--- config.mk ---
export PLATFORM = sky130hd
export DESIGN_NAME = adxl345_spi_responder_flat
export DESIGN_NICKNAME = d
export VERILOG_FILES = /design/src/rtl/adxl345_spi_responder_if.sv /design/src/rtl/adxl345_spi_responder.sv /design/src/flat_wrapper.sv
export SDC_FILE = /design/constraint.sdc
export NUM_CORES = 1
export LEC_CHECK = 0
export ABC_AREA = 1
export CORE_ASPECT_RATIO = 0.8
export CORE_UTILIZATION = 59
export CTS_CLUSTER_SIZE = 16
export DETAILED_ROUTE_END_ITERATION = 8
export MAX_ROUTING_LAYER = met4
export PLACE_DENSITY = 0.9
export SETUP_SLACK_MARGIN = 0.4
export SLEW_MARGIN = 10
export SYNTH_ARGS = -nofsm -noshare
export SYNTH_HDL_FRONTEND = slang
export SYNTH_SLANG_ARGS = --single-unit
--- constraint.sdc ---
create_clock -name clk -period 3 [get_ports clk]
set_input_delay 0.75 -clock clk [delete_from_list [all_inputs] [get_ports clk]]
set_output_delay 0.75 -clock clk [all_outputs]
set_load 0.02 [all_outputs]
--- src/rtl/adxl345_spi_responder_if.sv ---
// 4-wire SPI bus between an ADXL345 master and the device-side responder.
interface adxl345_spi_responder_if;
  logic CS;
  logic SCLK;
  logic MOSI;
  logic MISO;

  modport master (output CS, output SCLK, output MOSI, input MISO);
  modport slave  (input CS, input SCLK, input MOSI, output MISO);
endinterface

--- src/rtl/adxl345_spi_responder.sv ---
// ADXL345 SPI mode-3 device emulator: register map, sample latch and config mirrors.
// Optional macro ADXL345_RESP_SNAPSHOT_EN defers mid-frame samples until CS rises.
module adxl345_spi_responder #(
  parameter logic [7:0] DEVID       = 8'hE5,
  parameter logic [7:0] BW_RATE_RST = 8'h0A
) (
  input  logic                          clk,
  input  logic                          reset_n,
  adxl345_spi_responder_if.slave        spi,
  input  logic [15:0]                   x_in,
  input  logic [15:0]                   y_in,
  input  logic [15:0]                   z_in,
  input  logic                          sample_valid,
  output logic [7:0]                    bw_rate,
  output logic [7:0]                    power_ctl,
  output logic [7:0]                    data_format,
  output logic                          wr_strobe,
  output logic [5:0]                    wr_addr
);

  typedef enum logic [1:0] {S_IDLE, S_ADDR, S_RD, S_WR} state_t;

  state_t      r_state;
  logic [1:0]  r_cs_sync;
  logic [1:0]  r_sclk_sync;
  logic [1:0]  r_mosi_sync;
  logic        r_cs_prev;
  logic        r_sclk_prev;
  logic [2:0]  r_bit_cnt;
  logic [6:0]  r_rx_shift;
  logic [7:0]  r_tx_shift;
  logic [5:0]  r_addr;
  logic        r_mb;
  logic        r_miso;
  logic [7:0]  r_bw_rate;
  logic [7:0]  r_power_ctl;
  logic [7:0]  r_data_format;
  logic [15:0] r_x;
  logic [15:0] r_y;
  logic [15:0] r_z;
  logic        r_data_ready;
  logic        r_wr_strobe;
  logic [5:0]  r_wr_addr;
`ifdef ADXL345_RESP_SNAPSHOT_EN
  logic        r_pend;
  logic [15:0] r_pend_x;
  logic [15:0] r_pend_y;
  logic [15:0] r_pend_z;
  logic        w_cs_rise;
`endif

  logic        w_cs;
  logic        w_cs_fall;
  logic        w_sclk_rise;
  logic        w_sclk_fall;
  logic        w_byte_done;
  logic        w_writable;
  logic [7:0]  w_rx_byte;
  logic [5:0]  w_next_addr;

  assign w_cs        = r_cs_sync[1];
  assign w_cs_fall   = r_cs_prev & ~w_cs;
  assign w_sclk_rise = r_sclk_sync[1] & ~r_sclk_prev;
  assign w_sclk_fall = ~r_sclk_sync[1] & r_sclk_prev;
  assign w_rx_byte   = {r_rx_shift, r_mosi_sync[1]};
  assign w_byte_done = w_sclk_rise && (r_bit_cnt == 3'd7);
  assign w_next_addr = r_mb ? r_addr + 6'd1 : r_addr;
  assign w_writable  = (r_addr == 6'h2C) || (r_addr == 6'h2D) || (r_addr == 6'h31);
`ifdef ADXL345_RESP_SNAPSHOT_EN
  assign w_cs_rise   = ~r_cs_prev & w_cs;
`endif

  assign spi.MISO    = r_miso;
  assign bw_rate     = r_bw_rate;
  assign power_ctl   = r_power_ctl;
  assign data_format = r_data_format;
  assign wr_strobe   = r_wr_strobe;
  assign wr_addr     = r_wr_addr;

  function automatic logic [7:0] f_reg_read(input logic [5:0] a);
    case (a)
      6'h00:   f_reg_read = DEVID;
      6'h2C:   f_reg_read = r_bw_rate;
      6'h2D:   f_reg_read = r_power_ctl;
      6'h30:   f_reg_read = {r_data_ready, 7'b0};
      6'h31:   f_reg_read = r_data_format;
      6'h32:   f_reg_read = r_x[7:0];
      6'h33:   f_reg_read = r_x[15:8];
      6'h34:   f_reg_read = r_y[7:0];
      6'h35:   f_reg_read = r_y[15:8];
      6'h36:   f_reg_read = r_z[7:0];
      6'h37:   f_reg_read = r_z[15:8];
      default: f_reg_read = 8'h00;
    endcase
  endfunction

  // CS synchronizer resets low so a CS already low at reset release is not seen as a fall.
  always_ff @(posedge clk or negedge reset_n) begin
    if (!reset_n) begin
      r_cs_sync   <= 2'b00;
      r_cs_prev   <= 1'b0;
      r_sclk_sync <= 2'b11;
      r_sclk_prev <= 1'b1;
      r_mosi_sync <= 2'b00;
    end else begin
      r_cs_sync   <= {r_cs_sync[0], spi.CS};
      r_cs_prev   <= r_cs_sync[1];
      r_sclk_sync <= {r_sclk_sync[0], spi.SCLK};
      r_sclk_prev <= r_sclk_sync[1];
      r_mosi_sync <= {r_mosi_sync[0], spi.MOSI};
    end
  end

  always_ff @(posedge clk or negedge reset_n) begin
    if (!reset_n) begin
      r_state       <= S_IDLE;
      r_bit_cnt     <= 3'd0;
      r_rx_shift    <= 7'd0;
      r_tx_shift    <= 8'd0;
      r_addr        <= 6'd0;
      r_mb          <= 1'b0;
      r_miso        <= 1'b1;
      r_bw_rate     <= BW_RATE_RST;
      r_power_ctl   <= 8'h00;
      r_data_format <= 8'h00;
      r_x           <= 16'd0;
      r_y           <= 16'd0;
      r_z           <= 16'd0;
      r_data_ready  <= 1'b0;
      r_wr_strobe   <= 1'b0;
      r_wr_addr     <= 6'd0;
`ifdef ADXL345_RESP_SNAPSHOT_EN
      r_pend        <= 1'b0;
      r_pend_x      <= 16'd0;
      r_pend_y      <= 16'd0;
      r_pend_z      <= 16'd0;
`endif
    end else begin
      r_wr_strobe <= 1'b0;
      if (w_cs) begin
        r_state   <= S_IDLE;
        r_bit_cnt <= 3'd0;
        r_miso    <= 1'b1;
      end else begin
        if (r_state != S_IDLE && w_sclk_rise) begin
          r_rx_shift <= w_rx_byte[6:0];
          r_bit_cnt  <= r_bit_cnt + 3'd1;
        end
        case (r_state)
          S_IDLE: begin
            r_miso <= 1'b1;
            if (w_cs_fall) begin
              r_state   <= S_ADDR;
              r_bit_cnt <= 3'd0;
            end
          end
          S_ADDR: begin
            if (w_byte_done) begin
              r_addr <= w_rx_byte[5:0];
              r_mb   <= w_rx_byte[6];
              if (w_rx_byte[7]) begin
                r_state    <= S_RD;
                r_tx_shift <= f_reg_read(w_rx_byte[5:0]);
              end else begin
                r_state <= S_WR;
              end
            end
          end
          S_RD: begin
            if (w_byte_done) begin
              r_addr     <= w_next_addr;
              r_tx_shift <= f_reg_read(w_next_addr);
              if (r_addr == 6'h37) r_data_ready <= 1'b0;
            end else if (w_sclk_fall) begin
              r_miso     <= r_tx_shift[7];
              r_tx_shift <= {r_tx_shift[6:0], 1'b0};
            end
          end
          S_WR: begin
            if (w_byte_done) begin
              r_addr <= w_next_addr;
              if (w_writable) begin
                r_wr_strobe <= 1'b1;
                r_wr_addr   <= r_addr;
                case (r_addr)
                  6'h2C:   r_bw_rate     <= w_rx_byte;
                  6'h2D:   r_power_ctl   <= w_rx_byte;
                  6'h31:   r_data_format <= w_rx_byte;
                  default: ;
                endcase
              end
            end
          end
          default: r_state <= S_IDLE;
        endcase
      end

      // Sample update sits after the read path so a same-cycle set beats the 0x37 clear.
`ifdef ADXL345_RESP_SNAPSHOT_EN
      if (sample_valid && !w_cs) begin
        r_pend   <= 1'b1;
        r_pend_x <= x_in;
        r_pend_y <= y_in;
        r_pend_z <= z_in;
      end else if (sample_valid) begin
        r_x          <= x_in;
        r_y          <= y_in;
        r_z          <= z_in;
        r_data_ready <= 1'b1;
        r_pend       <= 1'b0;
      end else if (r_pend && w_cs_rise) begin
        r_x          <= r_pend_x;
        r_y          <= r_pend_y;
        r_z          <= r_pend_z;
        r_data_ready <= 1'b1;
        r_pend       <= 1'b0;
      end
`else
      if (sample_valid) begin
        r_x          <= x_in;
        r_y          <= y_in;
        r_z          <= z_in;
        r_data_ready <= 1'b1;
      end
`endif
    end
  end

endmodule

--- src/flat_wrapper.sv ---
// flat-port wrapper written by rule: the top's interface ports become plain ports
module adxl345_spi_responder_flat 
#(
  parameter logic [7:0] DEVID       = 8'hE5,
  parameter logic [7:0] BW_RATE_RST = 8'h0A
)
  (clk, reset_n, x_in, y_in, z_in, sample_valid, bw_rate, power_ctl, data_format, wr_strobe, wr_addr, spi_CS, spi_SCLK, spi_MOSI, spi_MISO);
  adxl345_spi_responder_if spi_i ();
  input  logic clk;
  input  logic reset_n;
  input  logic [15:0] x_in;
  input  logic [15:0] y_in;
  input  logic [15:0] z_in;
  input  logic sample_valid;
  output logic [7:0] bw_rate;
  output logic [7:0] power_ctl;
  output logic [7:0] data_format;
  output logic wr_strobe;
  output logic [5:0] wr_addr;
  input wire logic [$bits(spi_i.CS)-1:0] spi_CS;
  input wire logic [$bits(spi_i.SCLK)-1:0] spi_SCLK;
  input wire logic [$bits(spi_i.MOSI)-1:0] spi_MOSI;
  output wire logic [$bits(spi_i.MISO)-1:0] spi_MISO;
  assign spi_i.CS = spi_CS;
  assign spi_i.SCLK = spi_SCLK;
  assign spi_i.MOSI = spi_MOSI;
  assign spi_MISO = spi_i.MISO;
  adxl345_spi_responder #(.DEVID(DEVID), .BW_RATE_RST(BW_RATE_RST)) u_core (.clk(clk), .reset_n(reset_n), .spi(spi_i), .x_in(x_in), .y_in(y_in), .z_in(z_in), .sample_valid(sample_valid), .bw_rate(bw_rate), .power_ctl(power_ctl), .data_format(data_format), .wr_strobe(wr_strobe), .wr_addr(wr_addr));
endmodule
After elaboration in Yosys (flattened, before gate mapping)

Cells that the tools add are included.

Bits of input ports: 54
Output and inout bits: 32
Bits in registers: 116
Word-level logic and storage cells: 126

Bitwise logic cells: 6
Eq/ne operators: 37
Add/subtract/negate cells: 2
Reduce and logical (&&, ||, !) cells: 27
Muxes and demuxes: 33

Operator list:

| operator                                                        | count |
|---|---|
| 8-bit one-hot mux with 11 select lines                          | 2 |
| 6-bit equality test, second input constant                      | 24 |
| 8-bit two-way mux                                               | 4 |
| 5-bit AND reduction                                             | 4 |
| 6-bit two-way mux                                               | 3 |
| 8-bit one-hot mux with 2 select lines                           | 1 |
| 1-bit two-way mux                                               | 13 |
| 6-bit logical NOT                                               | 2 |
| 3-bit two-way mux                                               | 4 |
| 3-bit by 1-bit != test with 1-bit output, second input constant | 4 |
| 6-bit one-hot mux with 2 select lines                           | 1 |
| 4-bit AND reduction                                             | 3 |
| 2-bit nonzero test                                              | 6 |
| 3-bit AND reduction                                             | 3 |
| 6-bit by 1-bit adder with 6-bit output, second input constant   | 1 |
| 2-bit two-way mux                                               | 3 |
| 2-bit by 1-bit != test with 1-bit output, second input constant | 3 |
| 3-bit nonzero test                                              | 2 |
| 2-bit equality test, second input constant                      | 2 |
| 2-bit one-hot mux with 2 select lines                           | 1 |
| 3-bit by 1-bit adder with 3-bit output, second input constant   | 1 |
| 1-bit AND                                                       | 3 |
| 3-bit equality test, second input constant                      | 1 |
| 3-bit by 2-bit != test with 1-bit output, second input constant | 1 |
| other kinds (9)                                                 | 13 |

Depth between registers and ports, before layout

Word-level depth: 7
Mapped depth: 16
Gate-level depth less buffers: 15

Worst setup path after synthesis

No wires, ideal clock.

Kind: reg2reg
From: reg u_core.r_bit_cnt[0]
To: reg u_core.r_tx_shift[0]
Arrival: 1.816 ns
Buffers on the path: 1
Data required time: 2.878 ns
Stages on the path, launching flop included: 13
Setup slack: 1.061 ns
Clock period less this slack: 1.939 ns
Setup time: 0.122 ns
Cells stage by stage: dfrtp_1 -> ha_1 -> ha_1 -> inv_1 -> nor2_1 -> inv_1 -> clkbuf_1 -> nand2_1 -> o21ai_0 -> nor2_2 -> inv_1 -> a21oi_1 -> a21oi_1

Cells in the longest elaborated chain, start to end: 4
Elaborated cells on any way between the ends: 7
Classes of those cells: eq/ne: 3; mux: 2; reduce/logical: 2

RTL lines:

| item                                                                                                 | line                         | RTL |
|---|---|---|
| start, declared                                                                                      | adxl345_spi_responder.sv:29  | `logic [2:0] r_bit_cnt;` |
| start signal, assigned                                                                               | adxl345_spi_responder.sv:147 | `r_bit_cnt <= r_bit_cnt + 3'd1;` |
| 3-bit equality test *                                                                                | adxl345_spi_responder.sv:66  | `assign w_byte_done = w_sclk_rise && (r_bit_cnt == 3'd7);` |
| 1-bit logical AND *                                                                                  | adxl345_spi_responder.sv:66  |  |
| 3-bit by 1-bit != test with 1-bit output (no source line) (tied with other cells)                    | --                           |  |
| 5-bit AND reduction (no source line) / 8-bit one-hot mux with 2 select lines (equally long branches) | --                           |  |
| end signal, assigned                                                                                 | adxl345_spi_responder.sv:163 | `r_tx_shift <= f_reg_read(w_rx_byte[5:0]);` |
| end signal, assigned                                                                                 | adxl345_spi_responder.sv:172 | `r_tx_shift <= f_reg_read(w_next_addr);` |
| end signal, assigned                                                                                 | adxl345_spi_responder.sv:176 | `r_tx_shift <= {r_tx_shift[6:0], 1'b0};` |
| end, declared                                                                                        | adxl345_spi_responder.sv:31  | `logic [7:0] r_tx_shift;` |

Mark *: on every way between the ends. The rest lies on a longest branch, timed or not.
A chain may end at the register's enable or synchronous reset.

Worst setup path in the final report

From: reg u_core.r_mb
To: reg u_core.r_tx_shift[6]

Cells in the longest elaborated chain, start to end: 5
Elaborated cells on any way between the ends: 15
Classes of those cells: eq/ne: 10; mux: 4; reduce/logical: 1

RTL lines:

| item                                                            | line                         | RTL |
|---|---|---|
| start, declared                                                 | adxl345_spi_responder.sv:33  | `logic r_mb;` |
| start signal, assigned                                          | adxl345_spi_responder.sv:160 | `r_mb <= w_rx_byte[6];` |
| 6-bit two-way mux *                                             | adxl345_spi_responder.sv:67  | `assign w_next_addr = r_mb ? r_addr + 6'd1 : r_addr;` |
| 6-bit equality test / 6-bit logical NOT (equally long branches) | adxl345_spi_responder.sv:81  | `case (a)` |
| 8-bit one-hot mux with 11 select lines *                        | adxl345_spi_responder.sv:81  |  |
| 8-bit two-way mux *                                             | adxl345_spi_responder.sv:170 | `if (w_byte_done) begin` |
| 8-bit one-hot mux with 2 select lines *                         | adxl345_spi_responder.sv:149 | `case (r_state)` |

Marked as above.

==> flow_summary.json <==
{
  "antenna_cells": 0,
  "ir_worst_vdd_mv": 0.578,
  "drive_gt1_frac": 0.0890,
  "clk_latency_ns": 0.43,
  "cts_made_buffers": 17,
  "setup_ws_ns": 0.516,
  "grt.total_usage": 0.424,
  "postCtsHoldBufs": 0,
  "pre_cts_ws_ns": 0.659,
  "critPathRequiredTime_ns": 3.33,
  "finalHoldViolCount": 0,
  "place_hpwl_um": 14600,
  "fin_cells": 1057,
  "setup_tns_ns": 0,
  "antenna_found_initial": 0,
  "syn_to_final_growth_pct": 27.6,
  "synth_area_leaders": "dfrtp_1, nand2_1, o21ai_0",
  "grt_pass1_vias": 6097,
  "grt_max_degree": 57,
  "dieHeight_um": 92.9,
  "crit_type": "reg -> reg",
  "startpoint_type": "flip-flop",
  "synth_nets": 877,
  "powerDensity_nw_per_um2": 550,
  "final_antenna_net_count": 0,
  "synth-seq-cells": 116,
  "start_util": 0.619,
  "num_rows": 32,
  "rsz0062_at_grt": "true",
  "fp.coreArea_um2": 9850,
  "ios": 86,
  "cp_slowest_stage_delay_ns": 0.49,
  "wirelength_um": 20700,
  "avgSynthCellArea_um2": 7.46,
  "arrival_ns": 2.81,
  "cts_sinks": 116,
  "worstPathCellList": "nand2_1 -> nor2_2 -> nand2_1 -> nand2_2 -> nand2_4 -> nor2_4 -> buf_4 -> nand2_1 -> nor2_1 -> nor2_1 -> nand3_1 -> nand2_1 -> nand2_1 -> nand2_1 -> a21oi_1",
  "dp.cells": 1022,
  "cts_max_level": 4,
  "vias": 6473,
  "cts_root_buf": "clkbuf_16",
  "synth_largest_area_cell": "dfrtp_1",
  "post-route-drc-count": 0,
  "syn_area_um2": 6100,
  "synth_cells": 817,
  "gp_congestion": 1.08,
  "critPathMaxFanout": 8,
  "cts_buffer_depth": 2,
  "seq_area_um2": 2910,
  "first_pass_iters": 6,
  "reg2reg_depth": 15,
  "finalSetupViolCount": 0,
  "io_buffers": 85,
  "fin_nets": 968,
  "clock_skew_ns": 0.0133,
  "synthDominantCellAreaShare": 0.451,
  "chipWidth_um": 116,
  "multi_input_area_um2": 2720,
  "relSlewSlack": 0.519,
  "cts_tree": "yes",
  "synth.distinct_cells": 35,
  "fp.dieArea_um2": 10700,
  "timing.fmax_mhz": 403,
  "min_period_ns": 2.48,
  "drv_slew": 0,
  "period_share": 0.828,
  "max_slew.worst_pin.slew_ns": 0.720,
  "endpoint_kind": "flip-flop",
  "drt_iter0_drc": 1129,
  "overflow": 0,
  "grt_first_pass_wirelength_um": 32300,
  "hp-class": "in -> async",
  "yosysWarnings": 0,
  "maxCapViolations": 0,
  "clk_pin_slew_ns": 0.07,
  "reg2reg_to": "u_core.r_tx_shift[6]",
  "cp_slowest_cell": "dfrtp_1",
  "viasPerCell": 6.12,
  "power_leakage_nw": 3.55,
  "drt-wirelength-per-cell_um": 19.6,
  "r2r_start": "u_core.r_mb",
  "r2r_slack_ns": 0.52,
  "critPathMostFrequentCell": "nand2_1",
  "ys_seq_area_frac": 0.477,
  "fillers": 684,
  "run_status": "completed"
}
critical path, delay by kind of cell, from the launching register on:
family | cells | cell delay, ns
and+or+nand+nor | 13 | 1.56
DFF | 1 | 0.49
buffers and inverters | 1 | 0.17
AOI/OAI and AO/OA | 1 | 0.16
cell usage after synthesis, drive strengths merged:
cell and count:
buf 8, o22ai 22, nand4 3, a21oi 33, clkbuf 17, a31oi 1
xnor2 1, or2 1, a211oi 1, nand3 83, nor4 3, o211ai 1
o21ai 106, a221oi 2, dfstp 6, inv 104, nor3 5, o41ai 1
nand2 201, ha 6, a22oi 1, dfrtp 110, o221ai 1, nor2 99
a21o 1
state kept, by name, summed over array words and instances, names as in the netlist, 2 cells and up:
| signal | count |
|---|---|
| u_core.r_state | 2 |
| u_core.power_ctl | 8 |
| u_core.r_addr | 6 |
| u_core.r_x | 16 |
| u_core.bw_rate | 8 |
| u_core.wr_addr | 6 |
| u_core.r_rx_shift | 7 |
| u_core.r_z | 16 |
| u_core.r_y | 16 |
| u_core.r_bit_cnt | 3 |
| u_core.r_mosi_sync | 2 |
| u_core.data_format | 8 |
| u_core.r_sclk_sync | 2 |
| u_core.r_cs_sync | 2 |
| u_core.r_tx_shift | 8 |
report_power, final:
group	switching (mW)	total, mW	internal [mW]
Combinational	0.252	0.381	0.130
Clock	0.796	2.16	1.36
Sequential	0.0841	1.74	1.66
stage by stage:
step / utilization / cell area [µm²] / total power, mW / hold slack [ns]
2_1_floorplan: - / 6100 / 1.91 / 0.331
3_3_place_gp: 0.721 / 7100 / 2.10 / 0.335
3_5_place_dp: 0.721 / 7100 / 2.12 / 0.340
4_1_cts: 0.784 / 7720 / 4.24 / 0.331
5_1_grt: 0.790 / 7780 / 4.39 / 0.356
6_report: 0.790 / 7780 / 4.28 / 0.303
worst max-delay path by stage:
stage,depth (start not counted),end,startpoint
finish,15,u_core.r_tx_shift[6],u_core.r_mb
global route,14,u_core.r_tx_shift[6],u_core.r_addr[0]
CTS,13,u_core.r_addr[3],u_core.r_sclk_sync[1]
detailed placement,13,u_core.r_tx_shift[0],u_core.r_mb
global placement,15,u_core.r_tx_shift[2],u_core.r_mb
floorplan,12,u_core.r_tx_shift[0],u_core.r_bit_cnt[0]
per-layer routing:
layer	wire, µm	up-vias	track usage
met2	9040	511	0.610
li1	-	2850	-
met3	2690	79	0.130
met5	0	-	-
met1	8380	3033	0.568
met4	595	0	0.147
repair_timing:
item | CTS | global route
setup endpoints to repair | 0 | 9
setup buffers | 0 | 3
gates resized for setup | 0 | 8
logic make-up after synthesis:
| logic type | count (synthesis) | synth area share |
|---|---|---|
| AND/OR/NAND/NOR | 395 | 0.276 |
| AO/OA/AOI/OAI | 170 | 0.149 |
| buffers and inverters | 129 | 0.0837 |
| flip-flops | 116 | 0.477 |
| adder cells (fa/ha/maj) | 6 | 0.0123 |
| XOR/XNOR | 1 | 0.00144 |
cell usage in the layout, fill, tap and decap left out, types with 4 or more instances in the layout:
cell type / instances
nor2_4: 7
ha_1: 6
nand2_2: 4
nand2_1: 196
nor3_1: 5
nand3_1: 80
clkbuf_16: 17
inv_1: 101
dfrtp_1: 110
o22ai_1: 22
a21oi_1: 33
dfstp_2: 6
nor2_1: 81
o21ai_0: 100
nor2_2: 11
clkdlybuf4s50_1: 83
buf_4: 10
o21ai_1: 5
inv_6: 4
cell type report:
type                    count  share of cell area
clock buffers              19              0.0582
flip-flops and latches    116               0.374
inverters                 104              0.0502
repair buffers             97               0.125
well taps                 136              0.0219
multi-input cells         572               0.349
clock inverters            13              0.0219
(Power assumes the default switching activity.)
